<file path="src/rtl/sim_run_controller_if.sv">
// Harness-facing bundle of the run sequencer: run budget/dump controls in, DUT reset and run status out.
interface sim_run_controller_if #(
  parameter int unsigned CW = 64
) ();
  logic [CW-1:0] max_cycles;
  logic [CW-1:0] dump_start_cycle;
  logic          dut_done;
  logic          dut_fail;
  logic          dut_reset;
  logic [CW-1:0] cycle_count;
  logic          dump_en;
  logic          finish;
  logic          finish_pulse;
  logic [1:0]    status;

  modport master (
    output max_cycles, dump_start_cycle, dut_done, dut_fail,
    input  dut_reset, cycle_count, dump_en, finish, finish_pulse, status
  );

  modport slave (
    input  max_cycles, dump_start_cycle, dut_done, dut_fail,
    output dut_reset, cycle_count, dump_en, finish, finish_pulse, status
  );
endinterface

</file>
<file path="src/rtl/sim_run_controller.sv">
// Run sequencer: DUT reset sequencing, cycle counting, timeout, pass/fail capture,
// dump gating and a drained finish request for the simulation harness.
module sim_run_controller #(
  parameter int unsigned CW           = 64,
  parameter int unsigned RESET_CYCLES = 10,
  parameter int unsigned DRAIN_CYCLES = 4
) (
  input  logic                 clock,
  input  logic                 reset,
  sim_run_controller_if.slave  bus
);

  localparam int unsigned HW = 8;
  localparam int unsigned DW = $clog2(DRAIN_CYCLES + 2);

  localparam logic [1:0] STAT_RUNNING = 2'b00;
  localparam logic [1:0] STAT_PASS    = 2'b01;
  localparam logic [1:0] STAT_FAIL    = 2'b10;
  localparam logic [1:0] STAT_TIMEOUT = 2'b11;

  typedef enum logic [1:0] {
    ST_HOLD  = 2'd0,
    ST_RUN   = 2'd1,
    ST_DRAIN = 2'd2,
    ST_DONE  = 2'd3
  } state_e;

  state_e        state_q, state_d;
  logic [HW-1:0] hold_q, hold_d;
  logic [DW-1:0] drain_q, drain_d;
  logic [CW-1:0] cycle_count_q, cycle_count_d;
  logic [1:0]    status_q, status_d;
  logic          dut_reset_q, dut_reset_d;
  logic          dump_en_q, dump_en_d;
  logic          finish_q, finish_d;
  logic          finish_pulse_q, finish_pulse_d;

  logic [1:0]    end_status_c;
  logic          timeout_c;
  logic [HW-1:0] hold_inc_c;
  logic          drain_last_c;

  // Budget of zero disables the timeout entirely.
  assign timeout_c    = (bus.max_cycles != '0) && (cycle_count_q >= bus.max_cycles);
  assign hold_inc_c   = hold_q + HW'(1);
  assign drain_last_c = (({1'b0, drain_q} + (DW+1)'(1)) >= (DW+1)'(DRAIN_CYCLES));

  // State register
  always_ff @(posedge clock or negedge reset) begin
    if (!reset) begin
      state_q        <= ST_HOLD;
      hold_q         <= '0;
      drain_q        <= '0;
      cycle_count_q  <= '0;
      status_q       <= STAT_RUNNING;
      dut_reset_q    <= 1'b1;
      dump_en_q      <= 1'b0;
      finish_q       <= 1'b0;
      finish_pulse_q <= 1'b0;
    end else begin
      state_q        <= state_d;
      hold_q         <= hold_d;
      drain_q        <= drain_d;
      cycle_count_q  <= cycle_count_d;
      status_q       <= status_d;
      dut_reset_q    <= dut_reset_d;
      dump_en_q      <= dump_en_d;
      finish_q       <= finish_d;
      finish_pulse_q <= finish_pulse_d;
    end
  end

  // Next-state: fail beats done beats timeout; timeout can also cut HOLD short.
  always_comb begin
    state_d      = state_q;
    hold_d       = hold_q;
    drain_d      = drain_q;
    end_status_c = STAT_RUNNING;
    case (state_q)
      ST_HOLD: begin
        hold_d = hold_inc_c;
        if (timeout_c) begin
          state_d      = ST_DRAIN;
          end_status_c = STAT_TIMEOUT;
        end else if (hold_inc_c == HW'(RESET_CYCLES)) begin
          state_d = ST_RUN;
        end
      end
      ST_RUN: begin
        if (bus.dut_fail) begin
          state_d      = ST_DRAIN;
          end_status_c = STAT_FAIL;
        end else if (bus.dut_done) begin
          state_d      = ST_DRAIN;
          end_status_c = STAT_PASS;
        end else if (timeout_c) begin
          state_d      = ST_DRAIN;
          end_status_c = STAT_TIMEOUT;
        end
      end
      ST_DRAIN: begin
        drain_d = drain_q + DW'(1);
        if (drain_last_c) begin
          state_d = ST_DONE;
        end
      end
      ST_DONE: begin
        state_d = ST_DONE;
      end
      default: begin
        state_d = ST_HOLD;
      end
    endcase
  end

  // Registered outputs derived from the current and next state.
  always_comb begin
    cycle_count_d  = cycle_count_q;
    status_d       = status_q;
    dut_reset_d    = dut_reset_q;
    dump_en_d      = 1'b0;
    finish_d       = 1'b0;
    finish_pulse_d = 1'b0;

    if ((state_q != ST_DONE) && (cycle_count_q != '1)) begin
      cycle_count_d = cycle_count_q + CW'(1);
    end

    if ((state_q != ST_DRAIN) && (state_d == ST_DRAIN)) begin
      status_d = end_status_c;
    end

    if ((state_q == ST_HOLD) && (state_d == ST_RUN)) begin
      dut_reset_d = 1'b0;
    end

    finish_d       = (state_d == ST_DONE);
    finish_pulse_d = (state_d == ST_DONE) && (state_q != ST_DONE);

    // Sticky once started so a moving start cycle cannot chop the dump.
    dump_en_d = (state_d != ST_DONE) &&
                (dump_en_q || (cycle_count_d >= bus.dump_start_cycle));
  end

  assign bus.dut_reset    = dut_reset_q;
  assign bus.cycle_count  = cycle_count_q;
  assign bus.status       = status_q;
  assign bus.dump_en      = dump_en_q;
  assign bus.finish       = finish_q;
  assign bus.finish_pulse = finish_pulse_q;

endmodule

</file>
<file path="src/flat_wrapper.sv">
// flat-port wrapper written by rule: the top's interface ports become plain ports
module sim_run_controller_flat 
#(
  parameter int unsigned CW           = 64,
  parameter int unsigned RESET_CYCLES = 10,
  parameter int unsigned DRAIN_CYCLES = 4
)
  (clock, reset, bus_max_cycles, bus_dump_start_cycle, bus_dut_done, bus_dut_fail, bus_dut_reset, bus_cycle_count, bus_dump_en, bus_finish, bus_finish_pulse, bus_status);
  sim_run_controller_if #(.CW(CW)) bus_i ();
  input  logic clock;
  input  logic reset;
  input wire logic [$bits(bus_i.max_cycles)-1:0] bus_max_cycles;
  input wire logic [$bits(bus_i.dump_start_cycle)-1:0] bus_dump_start_cycle;
  input wire logic [$bits(bus_i.dut_done)-1:0] bus_dut_done;
  input wire logic [$bits(bus_i.dut_fail)-1:0] bus_dut_fail;
  output wire logic [$bits(bus_i.dut_reset)-1:0] bus_dut_reset;
  output wire logic [$bits(bus_i.cycle_count)-1:0] bus_cycle_count;
  output wire logic [$bits(bus_i.dump_en)-1:0] bus_dump_en;
  output wire logic [$bits(bus_i.finish)-1:0] bus_finish;
  output wire logic [$bits(bus_i.finish_pulse)-1:0] bus_finish_pulse;
  output wire logic [$bits(bus_i.status)-1:0] bus_status;
  assign bus_i.max_cycles = bus_max_cycles;
  assign bus_i.dump_start_cycle = bus_dump_start_cycle;
  assign bus_i.dut_done = bus_dut_done;
  assign bus_i.dut_fail = bus_dut_fail;
  assign bus_dut_reset = bus_i.dut_reset;
  assign bus_cycle_count = bus_i.cycle_count;
  assign bus_dump_en = bus_i.dump_en;
  assign bus_finish = bus_i.finish;
  assign bus_finish_pulse = bus_i.finish_pulse;
  assign bus_status = bus_i.status;
  sim_run_controller #(.CW(CW), .RESET_CYCLES(RESET_CYCLES), .DRAIN_CYCLES(DRAIN_CYCLES)) u_core (.clock(clock), .reset(reset), .bus(bus_i));
endmodule
</file>
<file path="config.mk">
export PLATFORM = sky130hd
export DESIGN_NAME = sim_run_controller_flat
export DESIGN_NICKNAME = d
export VERILOG_FILES = /design/src/rtl/sim_run_controller_if.sv /design/src/rtl/sim_run_controller.sv /design/src/flat_wrapper.sv
export SDC_FILE = /design/constraint.sdc
export NUM_CORES = 1
export LEC_CHECK = 0
export CORE_UTILIZATION = 45
export DETAILED_ROUTE_END_ITERATION = 8
export PLACE_DENSITY = 0.82
export SLEW_MARGIN = 20
export SYNTH_ARGS = -nofsm -noshare
export SYNTH_HDL_FRONTEND = slang
export SYNTH_SLANG_ARGS = --single-unit
</file>
<file path="constraint.sdc">
create_clock -name clock -period 8.4 [get_ports clock]
set_input_delay 0.84 -clock clock [delete_from_list [all_inputs] [get_ports clock]]
set_output_delay 0.84 -clock clock [all_outputs]
set_load 0.01 [all_outputs]
</file>
== Word level (Yosys, flattened, before mapping) ==
Cells that the tools add are included.

* Bits in writable memories: 0
* Output and inout bits: 70
* Bits in latches: 0
* Memories: 0
* Bits in registers: 83
* Word-level logic and storage cells: 48
* Bits in read-only memories: 0

* Reduce and logical (&&, ||, !) cells: 9
* Multipliers: 0
* Shift operators: 0
* $add $sub $neg: 4
* Div/mod/pow operators: 0
* Equal/unequal tests: 11
* Bitwise gates (word level): 0
* $lt $le $gt $ge: 3
* Multiplexer cells: 12

{| class="wikitable"
|+ Operator list
! cell !! count
|-
| $ge 64x64->1 || 2
|-
| $add 64x1->64 const B || 1
|-
| $mux 64 || 1
|-
| $ne 64x64->1 const B || 1
|-
| $reduce_bool 64->1 || 1
|-
| $mux 2 || 9
|-
| $add 8x1->8 const B || 1
|-
| $eq 2x2->1 const B || 4
|-
| $eq 8x4->1 const B || 1
|-
| $pmux 2 s4 || 1
|-
| $logic_and 1x1->1 || 6
|-
| $ne 2x2->1 const B || 3
|-
| $add 3x1->4 const B || 1
|-
| $eq 2x1->1 const B || 2
|-
| $ge 4x3->1 const B || 1
|-
| $pmux 2 s2 || 1
|-
| $add 3x1->3 const B || 1
|-
| $logic_not 2->1 || 1
|-
| $logic_or 1x1->1 || 1
|}

== Logic depth before layout (Yosys ltp) ==
* Word-level depth: 8
* Depth in mapped cells: 17
* Gate-level depth less buffers: 16

== Worst setup path before layout ==
Ideal clock, no wire load.

* Kind: register -> register
* Start: register u_core.cycle_count_q[3], in the netlist u_core.bus.cycle_count[3]
* End: register u_core.dump_en_q, in the netlist u_core.bus.dump_en
* Arrival time: 3.570 ns
* Stages on the path, launching flop included: 17
* Period minus slack after synthesis: 3.709 ns
* Slack: 4.691 ns
* Buffers on the path: 1
* Library setup time: 0.139 ns
* Path through: dfrtp_1 > and4_1 > buf_2 > nand4_4 > nor3_2 > nand3_2 > nor4_4 > nand3_1 > xnor2_1 > ha_1 > a21o_1 > a21o_1 > a21o_1 > a211oi_1 > o21ai_0 > a2111oi_0 > a21oi_1

* Elaborated cells on any way between the ends: 15
* Those cells by class: 1 x add/sub; 2 x order compare; 2 x eq/ne; 6 x mux; 4 x reduce/logical

{| class="wikitable"
|+ RTL lines
! element !! line !! text
|-
| start, declared || sim_run_controller.sv:31 || <nowiki>logic [CW-1:0] cycle_count_q, cycle_count_d;</nowiki>
|-
| start signal, assigned || sim_run_controller.sv:64 || <nowiki>cycle_count_q <= cycle_count_d;</nowiki>
|-
| branches (longest 2 deep; another with $add 64x1->64) || -- ||
|-
| $mux 64 (*) || sim_run_controller.sv:125 || <nowiki>if ((state_q != ST_DONE) && (cycle_count_q != '1)) begin</nowiki>
|-
| net u_core.cycle_count_d[57] || sim_run_controller.sv:31 ||
|-
| $ge 64x64->1 (*) || sim_run_controller.sv:142 || <nowiki>(dump_en_q || (cycle_count_d >= bus.dump_start_cycle));</nowiki>
|-
| $logic_or 1x1->1 (*) || sim_run_controller.sv:142 ||
|-
| $logic_and 1x1->1 (*) || sim_run_controller.sv:141 || <nowiki>dump_en_d = (state_d != ST_DONE) &&</nowiki>
|-
| net u_core.dump_en_d || sim_run_controller.sv:34 || <nowiki>logic dump_en_q, dump_en_d;</nowiki>
|-
| end signal, assigned || sim_run_controller.sv:67 || <nowiki>dump_en_q <= dump_en_d;</nowiki>
|-
| end, declared || sim_run_controller.sv:34 ||
|}

Mark *: on every way through the listed nets, which the timed path passes.
A chain may end at the register's enable or synchronous reset.

== Final worst setup path ==
Ends and elaborated chain as after synthesis.

==> impl_metrics.env <==
export IMPL_post_dp_hpwl_um=19300
export IMPL_portBuffers=201
export IMPL_hold_viol=0
export IMPL_r2r_start="u_core.bus.cycle_count[3]"
export IMPL_max_cap_violations=0
export IMPL_postRouteAntennaNets=0
export IMPL_start_util=0.464
export IMPL_max_slew_worst_pin_slew_ps=968
export IMPL_cp_slowest_stage_delay_ps=850
export IMPL_grtUsageTotal=0.284
export IMPL_p_leak_nw=4.98
export IMPL_synth_cell_types=56
export IMPL_drtPass1Iterations=5
export IMPL_synthAdderAreaFrac=0.223
export IMPL_die_y_um=130
export IMPL_path_max_fanout=9
export IMPL_worst_r2r_path_depth=15
export IMPL_gp_congestion=0.960
export IMPL_synth_xor_area_frac=0.0841
export IMPL_max_freq_mhz=206
export IMPL_yosysTopAreaCell="dfrtp_1"
export IMPL_critPathRequiredTime_ps=8580
export IMPL_fin_crit_sh=0.577
export IMPL_finalSetupViolations=0
export IMPL_hold_buffers=0
export IMPL_vias=7236
export IMPL_r2r_end="u_core.bus.dump_en"
export IMPL_clock_latency_ps=350
export IMPL_design_area_um2=9970
export IMPL_h_tree_depth=3
export IMPL_ys_seq_area_frac=0.281
export IMPL_cp_startpoint="u_core.bus.cycle_count[3]"
export IMPL_fin_setup_tns_ps=0
export IMPL_path_depth=15
export IMPL_ys_flop_type="dfrtp_1"
export IMPL_cts_tree="done"
export IMPL_grt_first_pass_wirelength_um=36200
export IMPL_final_util=0.625
export IMPL_grt_max_degree=63
export IMPL_power_per_cell_area_nw_per_um2=115
export IMPL_clock_sinks=83
export IMPL_final_max_slew_viol_count=0
export IMPL_setup_ws_ps=3550
export IMPL_synthTopCellsByArea="dfrtp_1 28%, ha_1 22%, inv_1 7.2%"
export IMPL_netlist_instances=852
export IMPL_arrival_ps=5030
export IMPL_layout_nets=1322
export IMPL_crit_path_end_kind="flip-flop"
export IMPL_syn_area_per_cell_um2=8.68
export IMPL_async_reset_ff_frac=1.00
export IMPL_drc_errors=0
export IMPL_synth_area_um2=7400
export IMPL_period_needed_ps=4850
export IMPL_cp_endpoint="u_core.bus.dump_en"
export IMPL_io_pins=202
export IMPL_syn2layout_area_growth_pct=34.8
export IMPL_cts_max_path_buffers=2
export IMPL_cts_buffers=9
export IMPL_synth_compound_area_share=0.0981
export IMPL_wl_um=23300
export IMPL_crit_slowest_cell="a2111oi_0"
export IMPL_cts_resized=0
export IMPL_drt_initial_drc_count=590
export IMPL_synth_simple_gate_area_share=0.232
export IMPL_n_antenna_cell=0
export IMPL_ir_worst_vdd_uv=105
export IMPL_vias_per_cell=5.66
export IMPL_cp_num_buf_inv=0
export IMPL_antenna_found_initial=1
export IMPL_yosysWarnings=0
export IMPL_ys_ff_latch=83
export IMPL_syn_num_nets=1116
export IMPL_slew_headroom=0.338
export IMPL_place_ws_ps=3720
export IMPL_status="finished clean"
export IMPL_clk_pin_slew_worst_paths_ps=70
export IMPL_drive_gt1_frac=0.0376
export IMPL_critical_path_top_delay_family="compound AO/OA/AOI/OAI gates"
export IMPL_core_rowCount=46
export IMPL_ff2ff_setup_slack_ps=3550
export IMPL_cts_root_buffer="clkbuf_16"
export IMPL_dpl_instance_area_um2=9650
export IMPL_die_w_um=130
export IMPL_cpMostUsedCell="a21o_1"
export IMPL_die_area_um2=17000
export IMPL_critical_path_class="flip-flop to flip-flop"
export IMPL_post_drt_wl_per_cell_um=18.2
export IMPL_rsz0062_at_grt="false"
export IMPL_overflow=0
export IMPL_finClkSkew_ps=10.5
export IMPL_grt_pass1_vias=7025
export IMPL_synth_edf_count=0
export IMPL_critPathLaunchType="flip-flop"
export IMPL_synth_area_mux_share=0.00440
export IMPL_hold_path_class="primary input to async pin"
export IMPL_path_cells="and4_1 > nand4_4 > nor3_2 > nand3_2 > nor4_4 > nand3_1 > xnor2_1 > ha_1 > a21o_1 > a21o_1 > a21o_1 > a211oi_1 > o21ai_0 > a2111oi_0 > a21oi_1"
export IMPL_synth_top_family_by_area="simple AND/OR/NAND/NOR gates"
export IMPL_coreArea_um2=15900
export IMPL_yosysTopAreaCellShare=0.277
export IMPL_power_mw=1.15
export IMPL_post_cts_buffers=0
-- cell usage after synthesis, drive strengths merged, types with 2 or more instances --
master,instances
a211o,2
dfrtp,82
nand2,52
and2,8
nor3,20
nor4bb,2
or2,3
inv,142
ha,132
mux2,2
a21oi,43
a211oi,9
o31ai,2
nand3,41
o22ai,3
buf,3
nor2b,4
a2111oi,2
nand4,54
nor2,36
or3,8
nor4,27
o211ai,6
and4,12
and3,21
xnor2,50
a221oi,4
o21a,2
a31oi,7
xor2,21
a21o,12
clkbuf,4
or4,3
nand2b,3
o21ai,20
-- report_power, final --
| group | leakage [nW] | switching, mW | internal [mW] |
|---|---|---|---|
| Clock | 0.156 | 0.172 | 0.268 |
| Sequential | 1.12 | 0.0301 | 0.422 |
| Combinational | 3.71 | 0.120 | 0.135 |
-- layout make-up --
| cell class | instances | area (µm²) |
|---|---|---|
| fillers | 1348 | 5970 |
| multi-input cells | 620 | 4750 |
| flip-flops and latches | 83 | 2080 |
| repair buffers | 202 | 2020 |
| inverters | 142 | 533 |
| well taps | 216 | 270 |
| clock buffers | 11 | 243 |
| clock inverters | 5 | 77.6 |
-- worst reg2reg max path, stage by stage (launching register included) --
cell and delay [ps]:
dfrtp_1 450, and4_1 360, nand4_4 210, nor3_2 320
nand3_2 300, nor4_4 510, nand3_1 150, xnor2_1 240
ha_1 290, a21o_1 160, a21o_1 160, a21o_1 180
a211oi_1 220, o21ai_0 150, a2111oi_0 850, a21oi_1 150
-- cells in the final DEF, fill, tap and decap left out, types with 4 or more instances in the layout --
cell type,n
o211ai_1,6
nand3_1,40
nor2b_1,4
a211oi_1,9
or3_1,7
nand2_1,52
a221oi_1,4
o21ai_0,20
xnor2_1,50
inv_1,142
a21o_1,12
nand4_1,51
xor2_1,21
clkbuf_16,9
dfrtp_1,82
a31oi_1,7
and2_1,8
clkdlybuf4s50_1,200
nor4_1,22
and4_1,11
nor2_1,34
ha_1,132
and3_1,21
nor3_1,17
a21oi_1,43
-- metal layers --
| layer | routed length [µm] | vias to the layer above | part of all wire | track usage |
|---|---|---|---|---|
| met5 | 10 | - | 0.00043 | 0 |
| met4 | 850 | 2 | 0.036 | 0.121 |
| met3 | 2160 | 55 | 0.093 | 0.0672 |
| met2 | 10600 | 335 | 0.46 | 0.462 |
| met1 | 9650 | 3392 | 0.41 | 0.360 |
| li1 | - | 3452 | - | - |
-- logic make-up after synthesis --
logic type               after synthesis
AO/OA/AOI/OAI                        117
flip-flops                            83
buffers and inverters                149
adder cells (fa/ha/maj)              132
AND/OR/NAND/NOR                      297
multiplexers                           3
XOR/XNOR                              71
-- how the worst min path moves through the flow --
| stage | end | slack (ps) | cells past startpoint |
|---|---|---|---|
| after global routing | u_core.hold_q[7] | 400 | 1 |
| after global placement | u_core.hold_q[7] | 480 | 1 |
| after floorplan | u_core.hold_q[7] | 460 | 1 |
| after detailed placement | u_core.drain_q[2] | 490 | 1 |
| final | u_core.hold_q[7] | 390 | 1 |
| after CTS | u_core.hold_q[7] | 390 | 1 |
-- registers in the layout, indices dropped and copies added, names as in the netlist --
name and cells:
u_core.state_q 2, u_core.bus.finish_pulse 1, u_core.bus.finish 1, u_core.bus.cycle_count 64, u_core.bus.dump_en 1, u_core.drain_q 3
u_core.hold_q 8, u_core.bus.dut_reset 1, u_core.bus.status 2
-- per-stage QoR --
step | hold WS [ps] | cells
floorplan | 459 | 852
global placement | 482 | 1263
detailed placement | 490 | 1263
CTS | 395 | 1279
global route | 402 | 1279
finish | 385 | 1279
(Power assumes the default switching activity.)
